<file path="src/rtl/avst_pkg.sv">
// Shared types and helpers for the Avalon-ST packet FIFO.
// Sink FSM states, drop counter width and Empty field sizing.
package avst_pkg;

  typedef enum logic [1:0] {
    IDLE,
    IN_PKT,
    DISCARD
  } avst_fifo_state_e;

  localparam int DROP_CNT_WIDTH = 16;

  function automatic int empty_width(input int dw, input int sw);
    return (dw / sw > 1) ? $clog2(dw / sw) : 1;
  endfunction

endpackage

</file>
<file path="src/rtl/avst_pkt_fifo_ram.sv">
// Simple dual-port beat storage for the packet FIFO.
// Synchronous write port, asynchronous read port.
module avst_pkt_fifo_ram #(
  parameter int DEPTH = 16,
  parameter int WIDTH = 38,
  localparam int AW = $clog2(DEPTH)
) (
  input  logic             clk,
  input  logic             we,
  input  logic [AW-1:0]    waddr,
  input  logic [WIDTH-1:0] wdata,
  input  logic [AW-1:0]    raddr,
  output logic [WIDTH-1:0] rdata
);

  logic [WIDTH-1:0] mem_q [DEPTH];

  always_ff @(posedge clk) begin
    if (we) mem_q[waddr] <= wdata;
  end

  assign rdata = mem_q[raddr];

endmodule

</file>
<file path="src/rtl/avst_pkt_fifo.sv">
// Avalon-ST packet FIFO: cut-through or store-and-forward with
// packet sanitation, show-ahead output register and drop counter.
module avst_pkt_fifo
  import avst_pkg::*;
#(
  parameter int DATA_WIDTH   = 32,
  parameter int SYMBOL_WIDTH = 8,
  parameter int DEPTH        = 16,
  parameter int STORE_FWD    = 0,
  parameter int DROP_ERR     = 1,
  localparam int EW = empty_width(DATA_WIDTH, SYMBOL_WIDTH),
  localparam int PW = $clog2(DEPTH) + 1
) (
  input  logic                      Clk_CI,
  input  logic                      Rst_RBI,
  input  logic [DATA_WIDTH-1:0]     SnkData_DI,
  input  logic                      SnkValid_SI,
  output logic                      SnkReady_SO,
  input  logic                      SnkSop_SI,
  input  logic                      SnkEop_SI,
  input  logic [EW-1:0]             SnkEmpty_SI,
  input  logic                      SnkError_SI,
  output logic [DATA_WIDTH-1:0]     SrcData_DO,
  output logic                      SrcValid_SO,
  input  logic                      SrcReady_SI,
  output logic                      SrcSop_SO,
  output logic                      SrcEop_SO,
  output logic [EW-1:0]             SrcEmpty_SO,
  output logic                      SrcError_SO,
  output logic [PW-1:0]             FillLevel_DO,
  output logic [DROP_CNT_WIDTH-1:0] DropCnt_DO,
  output logic                      Overflow_SO
);

  localparam int AW = PW - 1;
  localparam int BW = DATA_WIDTH + EW + 3;

  logic [PW-1:0] wr_ptr_q, wr_ptr_d;
  logic [PW-1:0] cm_ptr_q, cm_ptr_d;
  logic [PW-1:0] rd_ptr_q, rd_ptr_d;
  avst_fifo_state_e state_q, state_d;
  logic rdy_en_q;
  logic [BW-1:0] out_q, out_d;
  logic vld_q, vld_d;
  logic [DROP_CNT_WIDTH-1:0] drop_q, drop_d;
  logic ovf_q, ovf_d;

  logic [PW-1:0] fill, base;
  logic [AW-1:0] waddr;
  logic [BW-1:0] beat_w, beat_r;
  logic [1:0] drop_inc;
  logic [DROP_CNT_WIDTH:0] drop_sum;
  logic full, acc, we, restart, load;

  assign fill        = wr_ptr_q - rd_ptr_q;
  assign full        = (fill == PW'(DEPTH));
  assign SnkReady_SO = rdy_en_q & (!full | (state_q == DISCARD));
  assign acc         = SnkValid_SI & SnkReady_SO;
  assign beat_w      = {SnkData_DI, SnkEmpty_SI, SnkSop_SI,
                        SnkEop_SI, SnkError_SI};
  assign restart     = (state_q == IN_PKT) & SnkSop_SI;

  avst_pkt_fifo_ram #(
    .DEPTH(DEPTH),
    .WIDTH(BW)
  ) u_ram (
    .clk  (Clk_CI),
    .we   (we),
    .waddr(waddr),
    .wdata(beat_w),
    .raddr(rd_ptr_q[AW-1:0]),
    .rdata(beat_r)
  );

  always_comb begin
    wr_ptr_d = wr_ptr_q;
    cm_ptr_d = cm_ptr_q;
    state_d  = state_q;
    we       = 1'b0;
    base     = SnkSop_SI ? cm_ptr_q : wr_ptr_q;
    waddr    = wr_ptr_q[AW-1:0];
    drop_inc = 2'd0;
    ovf_d    = 1'b0;
    if (STORE_FWD == 0) begin
      if (acc) begin
        we       = 1'b1;
        wr_ptr_d = wr_ptr_q + PW'(1);
      end
      cm_ptr_d = wr_ptr_d;
    end else begin
      unique case (state_q)
        DISCARD: begin
          if (acc && SnkEop_SI) state_d = IDLE;
        end
        default: begin
          // RAM holds nothing but the open packet: it can never complete
          if (state_q == IN_PKT && full && cm_ptr_q == rd_ptr_q) begin
            wr_ptr_d = cm_ptr_q;
            ovf_d    = 1'b1;
            drop_inc = 2'd1;
            state_d  = DISCARD;
          end else if (acc) begin
            if (state_q == IDLE && !SnkSop_SI) begin
              drop_inc = 2'd1;
            end else if (SnkEop_SI && SnkError_SI && DROP_ERR != 0) begin
              wr_ptr_d = cm_ptr_q;
              drop_inc = {1'b0, restart} + 2'd1;
              state_d  = IDLE;
            end else begin
              we       = 1'b1;
              waddr    = base[AW-1:0];
              wr_ptr_d = base + PW'(1);
              drop_inc = {1'b0, restart};
              if (SnkEop_SI) begin
                cm_ptr_d = base + PW'(1);
                state_d  = IDLE;
              end else begin
                state_d  = IN_PKT;
              end
            end
          end
        end
      endcase
    end
  end

  always_comb begin
    drop_sum = {1'b0, drop_q} + {{(DROP_CNT_WIDTH-1){1'b0}}, drop_inc};
    drop_d   = drop_sum[DROP_CNT_WIDTH] ? '1 : drop_sum[DROP_CNT_WIDTH-1:0];
  end

  always_comb begin
    load     = (cm_ptr_q != rd_ptr_q) && (!vld_q || SrcReady_SI);
    rd_ptr_d = rd_ptr_q;
    out_d    = out_q;
    vld_d    = vld_q;
    if (load) begin
      out_d    = beat_r;
      vld_d    = 1'b1;
      rd_ptr_d = rd_ptr_q + PW'(1);
    end else if (SrcReady_SI) begin
      vld_d    = 1'b0;
    end
  end

  always_ff @(posedge Clk_CI or negedge Rst_RBI) begin
    if (!Rst_RBI) begin
      wr_ptr_q <= '0;
      cm_ptr_q <= '0;
      rd_ptr_q <= '0;
      state_q  <= IDLE;
      rdy_en_q <= 1'b0;
      out_q    <= '0;
      vld_q    <= 1'b0;
      drop_q   <= '0;
      ovf_q    <= 1'b0;
    end else begin
      wr_ptr_q <= wr_ptr_d;
      cm_ptr_q <= cm_ptr_d;
      rd_ptr_q <= rd_ptr_d;
      state_q  <= state_d;
      rdy_en_q <= 1'b1;
      out_q    <= out_d;
      vld_q    <= vld_d;
      drop_q   <= drop_d;
      ovf_q    <= ovf_d;
    end
  end

  assign {SrcData_DO, SrcEmpty_SO, SrcSop_SO,
          SrcEop_SO, SrcError_SO} = out_q;
  assign SrcValid_SO  = vld_q;
  assign FillLevel_DO = fill;
  assign DropCnt_DO   = drop_q;
  assign Overflow_SO  = ovf_q;

endmodule

</file>
<file path="config.mk">
export PLATFORM = sky130hd
export DESIGN_NAME = avst_pkt_fifo
export DESIGN_NICKNAME = d
export VERILOG_FILES = /design/src/rtl/avst_pkg.sv /design/src/rtl/avst_pkt_fifo_ram.sv /design/src/rtl/avst_pkt_fifo.sv
export SDC_FILE = /design/constraint.sdc
export NUM_CORES = 1
export LEC_CHECK = 0
export ABC_AREA = 1
export ABC_CLOCK_PERIOD_IN_PS = 4340
export CAP_MARGIN = 20
export CORE_MARGIN = 4
export CORE_UTILIZATION = 55
export CTS_CLUSTER_DIAMETER = 40
export DETAILED_ROUTE_END_ITERATION = 8
export PLACE_DENSITY = 0.82
export RECOVER_POWER = 50
export SLEW_MARGIN = 20
export SYNTH_ARGS = -nofsm -noshare
export SYNTH_HDL_FRONTEND = slang
export SYNTH_SLANG_ARGS = --single-unit
</file>
<file path="constraint.sdc">
create_clock -name Clk_CI -period 4.34 [get_ports Clk_CI]
set_input_delay 0.434 -clock Clk_CI [delete_from_list [all_inputs] [get_ports Clk_CI]]
set_output_delay 0.434 -clock Clk_CI [all_outputs]
set_load 0.01 [all_outputs]
</file>
==> run summary <==
die height = 224 µm
Die X = 224 µm
total leakage power = 10.2 nW
Area Growth Syn to Fin = 15.2%
Combinational Power Share = 32.3%
Distinct cells, synth = 29
critical path class = flip-flop to primary output
DR pass1 iterations = 6
total gr overflow = 0
Crit path arrival time = 3.09 ns
placed cell count = 2701
number of diodes = 0
sequential fraction of the synthesis area = 73.9%
Peak Freq = 284 MHz
clk sinks = 641
placed inst area = 27200 µm²
post-DP HPWL = 35.2 mm
Async SR Flop Fraction = 7.64%
sw power = 0.00716 W
Hold Path Class = flip-flop to flip-flop
max-cap violation count = 1
largest net degree at the start of global routing = 188
TNS Setup = 0 ns
clk buf depth = 3
worst IR drop on VDD = 0.000638 V
Port Buffers = 84
clock buffer count from CTS = 73
Clock Latency Late Sink = 0.60 ns
initial antenna violation count = 0
yosys warns = 0
fin area = 29600 µm²
top-area cell type share of the netlist area = 69.1%
Final Max Tran Viols = 27
Max Fanout on Critical Path = 8
pin slew with the least headroom to its limit = 1.85 ns
number of flops mapped to enable cells by yosys = 592
Root Driver = clkbuf_16
area of the multi-input gates = 5980 µm²
number of H-tree levels = 3
ANT nets after route = 0
vias in the first global route = 17.0k
startpoint types = flip-flop
Initial Util = 56.2%
sw frac = 35.9%
drt total wl = 63.9 mm
first-pass GRT wire length = 96.6 mm
initial DRC count = 2619
RD Place Congestion = 0.842
Final Setup Violations = 0
Synth Flop Type = edfxtp_1
layout cells sized above 1 = 7.99%
Wirelength per Cell = 22.5 µm
top cells by area, synth = edfxtp_1, nor2_1, dfrtp_1
# rows = 78
minimum clock period after layout = 3.53 ns
Seq cells post-synth = 641
# DRC = 0
Fill cells = 2997
syn avg cell area = 12.2 µm²
post-synth top area cell = edfxtp_1
vias after detailed routing = 17.1k
Flop pwr share = 37.7%
CTS tree = yes
clk_skew = 0.0287 ns
cell area after synthesis = 25700 µm²
Global Route Usage Sum = 24.8%
Hold Vio Cnt, Final = 0
final net count = 2230
unrepaired setup endpoints after global routing = no
outcome = complete, but fails checks
Sequential cell area = 19000 µm²
die area = 50300 µm²
post-route insts no fill = 2839
failing checks = max-capacitance violations, max-slew violations
core area = 45800 µm²
WP data required = 3.91 ns
clk slew on worst S/H paths = 0.05 ns
Vias/cell = 6.03
CP Capture Type = primary output
Post-CTS Setup Inserts = 0
Cells after Synth = 2109
Pint = 0.0128 W
Slew headroom = -23.2%
clock network power share = 30.0%
# IOs = 102
crit share post-route = 81.2%
Power Dens Cells = 673 nW/µm²
## layout make-up
cell class | count | share of cell area, %
flip-flops and latches | 641 | 64.1
multi-input cells | 1317 | 20.2
clock buffers | 95 | 6.80
repair buffers | 124 | 4.86
well taps | 600 | 2.53
clock inverters | 40 | 1.19
inverters | 22 | 0.304
## placed cells by master (no fill, tap or decap), types with 7 or more instances in the layout
cell | synthesis | routed
nand2_1 | 248 | 248
nor2_4 | 0 | 17
dfrtp_1 | 49 | 46
clkinvlp_4 | 0 | 8
clkinv_2 | 0 | 7
ha_1 | 9 | 9
buf_12 | 1 | 7
o211ai_1 | 37 | 37
o21ai_1 | 17 | 17
nand3_1 | 193 | 192
xor2_1 | 7 | 7
buf_4 | 36 | 20
edfxtp_1 | 592 | 592
clkdlybuf4s50_1 | 0 | 26
o21ai_0 | 206 | 206
conb_1 | 2 | 18
inv_1 | 18 | 16
clkinv_1 | 0 | 7
dlygate4sd3_1 | 0 | 58
inv_6 | 0 | 11
nor2_1 | 504 | 488
a21oi_1 | 66 | 66
buf_16 | 0 | 11
clkbuf_1 | 53 | 18
clkbuf_16 | 0 | 77
## path summary, 6_finish.rpt
check                      cells past startpoint            endpoint        start  slack (ns)
min                                            1         rd_ptr_q[3]  rd_ptr_q[3]        0.51
max reg2reg                                   11  u_ram.mem_q[7][24]  wr_ptr_q[0]        1.02
max                                            9         SnkReady_SO  wr_ptr_q[0]        0.81
min reg2reg                                    1         rd_ptr_q[3]  rd_ptr_q[3]        0.51
max in group asynchronous                      3         rd_ptr_q[1]      Rst_RBI        2.11
min in group asynchronous                      2            out_q[3]      Rst_RBI        0.88
## synthesized netlist by cell type (17+ instances only)
cell and instances:
a21oi_1 66, buf_2 39, buf_4 36, clkbuf_1 53
dfrtp_1 49, edfxtp_1 592, inv_1 18, nand2_1 248
nand3_1 193, nor2_1 504, o211ai_1 37, o21ai_0 206
o21ai_1 17
## state kept, by name, summed over array words and instances (netlist names)
signal,cells
wr_ptr_q,5
rdy_en_q,1
out_q,37
SrcValid_SO,1
rd_ptr_q,5
u_ram.mem_q,592
## kinds of logic after synthesis
kind of cell	Yosys count	synth area share [%]
AND/OR/NAND/NOR	956	15.0
flip-flops	641	73.9
AO/OA/AOI/OAI	326	6.70
buffers and inverters	167	3.61
adder cells (fa/ha/maj)	10	0.516
XOR/XNOR	7	0.238
other	2	0.0292
## routing by layer
metal	global-route usage (%)	up-vias	share of wire (%)
li1	-	7553	-
met1	31.9	8267	36
met2	41.8	1144	50
met3	5.27	169	10
met4	9.68	0	3.3
met5	0	-	0
## power groups by stage
stage,logic [W],registers (W),clock network (W)
6_report,0.00646,0.00752,0.00599
5_1_grt,0.00703,0.00755,0.00631
4_1_cts,0.00641,0.00752,0.00602
3_5_place_dp,0.00628,0.00764,0
3_3_place_gp,0.00606,0.00763,0
2_1_floorplan,0.00419,0.00764,0
## worst max-delay path, stage by stage (launching register included)
cell	delay, ns
dfrtp_1	0.41
inv_1	0.12
ha_1	0.21
inv_1	0.09
fa_1	0.43
or2_1	0.24
nor2_1	0.14
nand3_2	0.18
and2_1	0.21
clkdlybuf4s50_1	0.48
## timing repair
item	4_1_cts	5_1_grt
resized for setup	0	0
hold buffers	1	0
hold endpoints to repair	25	0
## metrics by stage
stage / total power (W) / hold WS (ns) / setup slack [ns] / util, %
2_1_floorplan: 0.0118 / 0.138 / 0.327 / -
3_3_place_gp: 0.0137 / 0.501 / 1.00 / 58.7
3_5_place_dp: 0.0139 / 0.502 / 1.06 / 59.4
4_1_cts: 0.0199 / 0.456 / 0.790 / 64.6
5_1_grt: 0.0209 / 0.534 / 0.654 / 64.8
6_report: 0.0200 / 0.507 / 0.814 / 64.8
Note: power is estimated with default switching activity, not from simulation.
